`src/rtl/simd_dot_accumulator.sv`:
```
// simd_dot_accumulator
// Accumulates the precision-selected lane of the dp32 dot-product
// multiplier over a vector of beats delimited by in_last (or by MAX_LEN),
// then hands the result to the consumer over a valid/ready handshake.
//
// state  | meaning
// -------+-----------------------------------------------------------
// S_IDLE | waiting for the first beat of a vector
// S_ACC  | vector in progress, accumulating beats
// S_DONE | result held on out_*, waiting for out_ready
module simd_dot_accumulator #(
  parameter int ACC_W   = 80,
  parameter int MAX_LEN = 1024,
  parameter int CNT_W   = 11
) (
  input  logic             clk,
  input  logic             rst,
  input  logic             in_valid,
  output logic             in_ready,
  input  logic             in_last,
  input  logic [2:0]       mode,
  input  logic [7:0]       sum_int2,
  input  logic [10:0]      sum_int4,
  input  logic [17:0]      sum_int8,
  input  logic [32:0]      sum_int16,
  input  logic [63:0]      mul_int32,
  output logic             out_valid,
  input  logic             out_ready,
  output logic [ACC_W-1:0] out_acc,
  output logic [CNT_W-1:0] out_count,
  output logic [2:0]       out_mode,
  output logic             out_ovf,
  output logic             out_trunc
);

  typedef enum logic [1:0] {
    S_IDLE = 2'd0,
    S_ACC  = 2'd1,
    S_DONE = 2'd2
  } state_t;

  localparam logic [CNT_W-1:0] MAX_CNT = CNT_W'(MAX_LEN);

  state_t           state;
  state_t           state_next;

  logic [ACC_W-1:0] acc;
  logic [ACC_W-1:0] acc_next;
  logic [ACC_W-1:0] lane;
  logic [ACC_W:0]   sum_wide;
  logic [CNT_W-1:0] count;
  logic [CNT_W-1:0] count_next;
  logic [2:0]       mode_q;
  logic [2:0]       mode_sel;
  logic             ovf;
  logic             ovf_next;
  logic             accept;
  logic             hit_max;
  logic             terminal;

  // in_ready is high in IDLE and ACC, so acceptance only depends on state.
  assign accept   = in_valid && (state != S_DONE);
  // The first beat uses the live mode; later beats use the latched one.
  assign mode_sel = (state == S_IDLE) ? mode : mode_q;

  // Pick the lane for the active precision, zero-extended; reserved modes add 0.
  always_comb begin
    lane = '0;
    case (mode_sel)
      3'd0:    lane = ACC_W'(sum_int2);
      3'd1:    lane = ACC_W'(sum_int4);
      3'd2:    lane = ACC_W'(sum_int8);
      3'd3:    lane = ACC_W'(sum_int16);
      3'd4:    lane = ACC_W'(mul_int32);
      default: lane = '0;
    endcase
  end

  // Next accumulator/count/overflow for an accepted beat, with saturation.
  always_comb begin
    sum_wide   = {1'b0, acc} + {1'b0, lane};
    acc_next   = acc;
    count_next = count;
    ovf_next   = ovf;
    if (state == S_IDLE) begin
      acc_next   = lane;
      count_next = CNT_W'(1);
      ovf_next   = 1'b0;
    end else begin
      count_next = count + CNT_W'(1);
      if (sum_wide[ACC_W]) begin
        acc_next = '1;
        ovf_next = 1'b1;
      end else begin
        acc_next = sum_wide[ACC_W-1:0];
      end
    end
    hit_max  = (count_next == MAX_CNT);
    terminal = in_last || hit_max;
  end

  // State register.
  always_ff @(posedge clk) begin
    if (rst) begin
      state <= S_IDLE;
    end else begin
      state <= state_next;
    end
  end

  // Next-state and handshake outputs, decoded from state alone.
  always_comb begin
    state_next = state;
    in_ready   = 1'b0;
    out_valid  = 1'b0;
    case (state)
      S_IDLE: begin
        in_ready = 1'b1;
        if (in_valid) begin
          state_next = terminal ? S_DONE : S_ACC;
        end
      end
      S_ACC: begin
        in_ready = 1'b1;
        if (in_valid && terminal) begin
          state_next = S_DONE;
        end
      end
      S_DONE: begin
        out_valid = 1'b1;
        if (out_ready) begin
          state_next = S_IDLE;
        end
      end
      default: begin
        state_next = S_IDLE;
      end
    endcase
  end

  // Working accumulator, beat count, latched mode and sticky overflow.
  always_ff @(posedge clk) begin
    if (rst) begin
      acc    <= '0;
      count  <= '0;
      mode_q <= '0;
      ovf    <= 1'b0;
    end else if (accept) begin
      acc   <= acc_next;
      count <= count_next;
      ovf   <= ovf_next;
      if (state == S_IDLE) begin
        mode_q <= mode;
      end
    end
  end

  // Result registers, captured on the terminal beat and held through DONE.
  always_ff @(posedge clk) begin
    if (rst) begin
      out_acc   <= '0;
      out_count <= '0;
      out_mode  <= '0;
      out_ovf   <= 1'b0;
      out_trunc <= 1'b0;
    end else if (accept && terminal) begin
      out_acc   <= acc_next;
      out_count <= count_next;
      out_mode  <= mode_sel;
      out_ovf   <= ovf_next;
      out_trunc <= hit_max && !in_last;
    end
  end

endmodule

```
`config.mk`:
```
export PLATFORM = sky130hd
export DESIGN_NAME = simd_dot_accumulator
export DESIGN_NICKNAME = d
export VERILOG_FILES = /design/src/rtl/simd_dot_accumulator.sv
export SDC_FILE = /design/constraint.sdc
export NUM_CORES = 1
export LEC_CHECK = 0
export ABC_AREA = 0
export BUFFER_PORTS_ARGS = -buffer_cell sky130_fd_sc_hd__buf_2
export CAP_MARGIN = 20
export CORE_MARGIN = 2
export CORE_UTILIZATION = 35
export CTS_BUF_LIST = sky130_fd_sc_hd__clkbuf_16
export CTS_CLUSTER_DIAMETER = 40
export DETAILED_ROUTE_END_ITERATION = 7
export SLEW_MARGIN = 20
export SYNTH_ARGS = -nofsm -noshare
export SYNTH_HDL_FRONTEND = slang
export SYNTH_SLANG_ARGS = --single-unit
```
`constraint.sdc`:
```
create_clock -name clk -period 4.89 [get_ports clk]
set_input_delay 0.2445 -clock clk [delete_from_list [all_inputs] [get_ports clk]]
set_output_delay 0.2445 -clock clk [all_outputs]
set_load 0.005 [all_outputs]
```
==> results of run 1 <==
==> power groups by stage <==
stage | clock (uW) | sequential, uW | combinational, uW
floorplan | 0 | 1730 | 777
CTS | 1560 | 1700 | 1170
global placement | 0 | 1740 | 1150
detailed placement | 0 | 1740 | 1160
global route | 1620 | 1710 | 1310
finish | 1530 | 1700 | 1190
==> repair_timing <==
item | CTS | global route
pin swaps | 0 | 7
setup endpoints to repair | 5 | 145
gates resized for setup | 1 | 42
cloned | 0 | 0
buffers inserted | 0 | 3
==> cell families (layout without fill, tap and decap cells) <==
kind of cell | Yosys count | count (layout)
AND/OR/NAND/NOR | 718 | 718
multiplexers | 18 | 18
flip-flops | 193 | 193
other | 0 | 1
buffers and inverters | 157 | 368
adder cells (fa/ha/maj) | 66 | 66
AO/OA/AOI/OAI | 608 | 608
XOR/XNOR | 73 | 73
==> sequential cells by signal, indices dropped and copies added (netlist names) <==
| register | count |
|---|---|
| state | 2 |
| acc | 80 |
| out_trunc | 1 |
| out_ovf | 1 |
| mode_q | 3 |
| out_count | 11 |
| out_acc | 80 |
| ovf | 1 |
| out_mode | 3 |
| count | 11 |
==> layout by cell type, fill, tap and decap left out, drive strengths merged, types with 11 or more instances in the layout <==
master and n:
a22o 20, o41ai 13, nand2 324, a31oi 37, a211oi 20, clkbuf 17
nand3 34, o21a 16, o21bai 16, nand3b 20, a21o 26, xor2 26
o211ai 11, and2 36, o31ai 22, mux2i 16, dfxtp 193, nand4 31
o22ai 13, nor3 51, a21oi 235, inv 37, o21ai 104, buf 306
a22oi 15, or3 14, nor2 159, ha 65, xnor2 47
==> final timing paths <==
path | startpoint | endpoint | slack [ps]
worst max register to register | state[1] | out_acc[53] | 190
worst min-delay path | in_last | out_trunc | 60
worst max-delay path | state[1] | out_acc[53] | 190
worst min register to register | out_acc[74] | out_acc[74] | 450
==> cell type report <==
type / instances / area [um2]
diodes: 1 / 2.50
clock buffers: 17 / 425
clock inverters: 15 / 194
fillers: 4037 / 21700
inverters: 30 / 113
multi-input cells: 1483 / 9130
flip-flops and latches: 193 / 3860
well taps: 511 / 639
repair buffers: 306 / 1750
==> worst max-delay path, cell delays in order, from the launching register on <==
cell,delay (ps)
dfxtp_2,400
nor2_4,80
buf_4,140
buf_4,170
nand2_1,70
nand2_1,120
nor3_4,290
buf_12,220
and2_1,240
ha_2,360
a21oi_1,200
o21ai_1,190
a221oi_2,280
o21bai_1,170
a311o_1,420
and2_1,160
a31o_1,300
nor2_2,350
nand2_1,130
a32o_1,260
==> per-stage QoR <==
step	TNS (ps)	instance area [um2]	total power (uW)	setup slack [ps]	cells
after floorplan	0	13500	2500	339	1833
after global placement	-52.4	15300	2890	-40.7	2520
after detailed placement	-70.0	15300	2900	-70.0	2520
after CTS	0	15900	4420	21.7	2552
after global routing	-2.84	16100	4640	-2.84	2555
final	0	16100	4420	186	2556
==> metal layers <==
layer / routed length, um / part of all wire
met1: 23000 / 0.46
met2: 22800 / 0.46
met3: 3030 / 0.061
met4: 1180 / 0.024
met5: 13 / 0.00026
==> out/results.txt, run 1 <==
Final setup violation count: 0
CTS tree: yes
Total gr overflow: 0
Critical Path End Type: flip-flop
Top post-synthesis cells by count: nand2_1, a21oi_1, dfxtp_1
Combinational family with the most area after synthesis: compound AO/OA/AOI/OAI gates
Top cell type's share of synthesized area: 0.286
Critical path peak fanout: 30
Avg Vias per Cell: 5.61
Status: finished, final reports clean
Area growth syn-to-layout: 19.5%
Finished Core Util: 0.426
Register-to-Register Path Depth: 19
Post-synthesis simple-gate area fraction: 0.247
GRT Overall Usage: 0.242
Clock sink count: 193
TritonCTS buffer count: 17
Startpoint Class: flip-flop
Post-synthesis xor/xnor area fraction: 0.0474
Nets: 2239
Die extent in x: 200 um
Initial Utilization: 0.356
Max Fclk: 213 MHz
Syn Std Cell Area: 13500 um2
Vias in the first global route: 13700
Max-capacitance violation count: 0
Drt wl/cell: 19.6 um
WHS Path Cells: 2
Primary FF master, synth: dfxtp_1
Relative slew margins: 0.368
Placer Congestion: 0.956
CP required: 5250 ps
YS warnings: 0
Deepest clock path buffer count: 2
Final wirelength: 50000 um
CTS clock-pin slew for the worst setup and hold paths: 80 ps
Power Internal: 2880 uW
Synth Area in Adders: 0.0618
Clock share of power: 0.345
Yosys cell types: 90
Sequential share of power: 0.385
Post-synth top area cell: dfxtp_1
Gate Count Post-Synth: 1833
Largest net degree at the start of global routing: 66
Dominant cell by count in the synthesized netlist: nand2_1
Die area: 40100 um2
Grt met1 use: 0.331
Final Hold Vio Count: 0
Core Footprint: 37800 um2
Shortest period the worst path allows: 4700 ps
Least-Margin Pin Slew: 946 ps
Switching Fraction: 0.348
Clock Latency Late Sink: 460 ps
Root buf cell: clkbuf_16
Seq/Total Area, Yosys: 0.286
DRC violations left: 0
Die height: 200 um
Logic pwr share: 0.270
First-pass GRT wire length: 77700 um
Met3 GRT Util: 0.0366
Final HPWL DP: 38100 um
Met2 Usage GRT: 0.394
Sw power: 1540 uW
Layout cells sized above 1: 0.212
Routed Antenna Nets: 0
Rows: 71
Number of H-tree levels: 4
Final Skew: 19.5 ps
Synthesized net count: 2041
Syn_area_per_cell: 7.36 um2
Pleak: 0.00663 uW
Flops & latches, synth: 193
HP Class: in2reg
Final Cycle Share: 0.962
EDFF count, synth: 0
FFs w/ async S/R, synth: 0
Ranking of synthesized cells by area: dfxtp_1, nand2_1, a21oi_1
Initial antenna violation count: 1
Final Hold Slack: 62.5 ps
PD cells: 275 nW/um2
First-pass DRT Iterations: 5
Vias: 14300
Compound-cell area share of the yosys netlist: 0.293
Initial DRC Count: 1213
Ports: 240
Mux contribution to synthesized area: 0.0135
WP data arrival: 5060 ps
Top Usage Layer GRT: met2
Setup CP Type: reg2reg
CTS Hold Buffers Added: 0
Slew Limit Fails: 0
Maximum vdd drop: 0.243 mV
I/O Buffers: 239
Note: power is estimated with default switching activity, not from simulation.
==> run 2: changes to the inputs <==
CELL_PAD_IN_SITES_DETAIL_PLACEMENT = 1   (was unset)
CELL_PAD_IN_SITES_GLOBAL_PLACEMENT = 1   (was unset)
PLACE_DENSITY_LB_ADDON = 0.1   (was unset)
==> out/results.txt, run 2 (synthesis results as in run 1) <==
Area growth syn-to-layout: 20.8%
Top Registers: acc x80, out_acc x80
Core Footprint: 37800 um2
Die extent in x: 200 um
Worst setup margin: 183 ps
Sequential share of power: 0.389
Final Hold Vio Count: 0
Crit-path max cell delay: 410 ps
Shortest period the worst path allows: 4710 ps
Total gr overflow: 0
Placer Congestion: 0.902
Deepest clock path buffer count: 2
Pleak: 0.00675 uW
Most common library cell in the layout ignoring fill and taps: nand2_1
Sw power: 1590 uW
Die area: 40100 um2
Vias in the first global route: 14900
Max-capacitance violation count: 0
Startpoint Class: flip-flop
Layout fillers: 4799
PD cells: 269 nW/um2
Critical Path End Type: flip-flop
Switching Fraction: 0.363
Relative slew margins: 0.396
Status: finished, final reports clean
First-pass DRT Iterations: 5
Root buf cell: clkbuf_16
Multi-input logic area: 9160 um2
Nets: 2262
CTS clock-pin slew for the worst setup and hold paths: 90 ps
HP Class: in2reg
I/O Buffers: 239
Layout cells sized above 1: 0.218
Avg Vias per Cell: 5.61
Maximum vdd drop: 0.263 mV
Least-Margin Pin Slew: 906 ps
Area occupied by registers: 3860 um2
RSZ-0062 raised after global routing: true
Crit path top cell by count: buf_4
Final setup violation count: 0
Routed Antenna Nets: 0
Clock sink count: 193
Buf/Inv on CP: 3
Clock Latency Late Sink: 480 ps
First-pass GRT wire length: 85100 um
CTS tree: yes
Finished Core Util: 0.431
Logic pwr share: 0.282
Setup CP Type: reg2reg
Setup_tns: 0 ps
Top delay family on crit path: compound AO/OA/AOI/OAI gates
Initial Utilization: 0.356
Ports: 240
WP data arrival: 5080 ps
Vias: 14500
Die height: 200 um
Largest net degree at the start of global routing: 75
Max Fclk: 212 MHz
Initial antenna violation count: 0
GRT Overall Usage: 0.267
Drt wl/cell: 21.3 um
Final Skew: 13.9 ps
Rows: 71
Power Internal: 2790 uW
Final Hold Slack: 48.0 ps
Slew Limit Fails: 0
CP required: 5260 ps
Most frequent cells in the layout: nand2_1, buf_2, a21oi_1
Initial DRC Count: 828
Critical-path cell list: nor2_4 -> mux2_4 -> nor2_1 -> buf_4 -> a21oi_1 -> o22ai_1 -> ha_2 -> fa_2 -> a21o_1 -> nand4_1 -> a21oi_2 -> o31a_1 -> o21ai_1 -> a21boi_2 -> nor2_2 -> nor4_4 -> buf_6 -> nor3_1 -> buf_4 -> o41ai_2
DRC violations left: 0
Pre-CTS setup slack: 11.0 ps
Critical path peak fanout: 15
Design Power: 4380 uW
Slowest cell on crit path: mux2_4
Final HPWL DP: 41200 um
Clock share of power: 0.329
Final Cycle Share: 0.963
TritonCTS buffer count: 17
Final wirelength: 54800 um
Number of H-tree levels: 4
run 2: final cells by class:
cell class,instances,share of cell area
inverters,30,0.00691
well taps,511,0.0392
repair buffers,329,0.120
flip-flops and latches,193,0.237
clock buffers,17,0.0261
clock inverters,14,0.00860
multi-input cells,1483,0.562
diodes,1,0.000154
run 2: per-stage QoR:
step	area (um2)	instances
finish	16300	2578
CTS	16000	2571
global placement	15500	2540
floorplan	13500	1833
global route	16300	2577
detailed placement	15500	2540
run 2: power by group through the flow:
stage / clock network (uW) / registers [uW] / logic (uW)
finish: 1440 / 1700 / 1230
global placement: 0 / 1740 / 1180
CTS: 1480 / 1700 / 1200
floorplan: 0 / 1730 / 777
detailed placement: 0 / 1740 / 1190
global route: 1530 / 1710 / 1350
run 2: repair_timing:
action | in CTS | in global routing
buffers inserted | 0 | 5
endpoints found under the setup margin | 4 | 102
hold buffers | 0 | 0
pin swaps | 0 | 7
gates resized for setup | 2 | 47
cloned | 0 | 1
run 2: metal layers:
layer | share of wire | up-vias | GRT usage
li1 | - | 7022 | -
met1 | 0.46 | 7068 | 0.346
met2 | 0.47 | 317 | 0.457
met3 | 0.039 | 65 | 0.0389
met4 | 0.023 | 0 | 0.0815
met5 | 0 | - | 0
run 2: worst paths after layout:
path | start | end | slack, ps | cells after the start
min reg2reg | out_acc[67] | out_acc[67] | 440 | 2
max reg2reg | state[1] | out_acc[38] | 180 | 20
min | in_last | out_trunc | 50 | 2
max | state[1] | out_acc[38] | 180 | 20
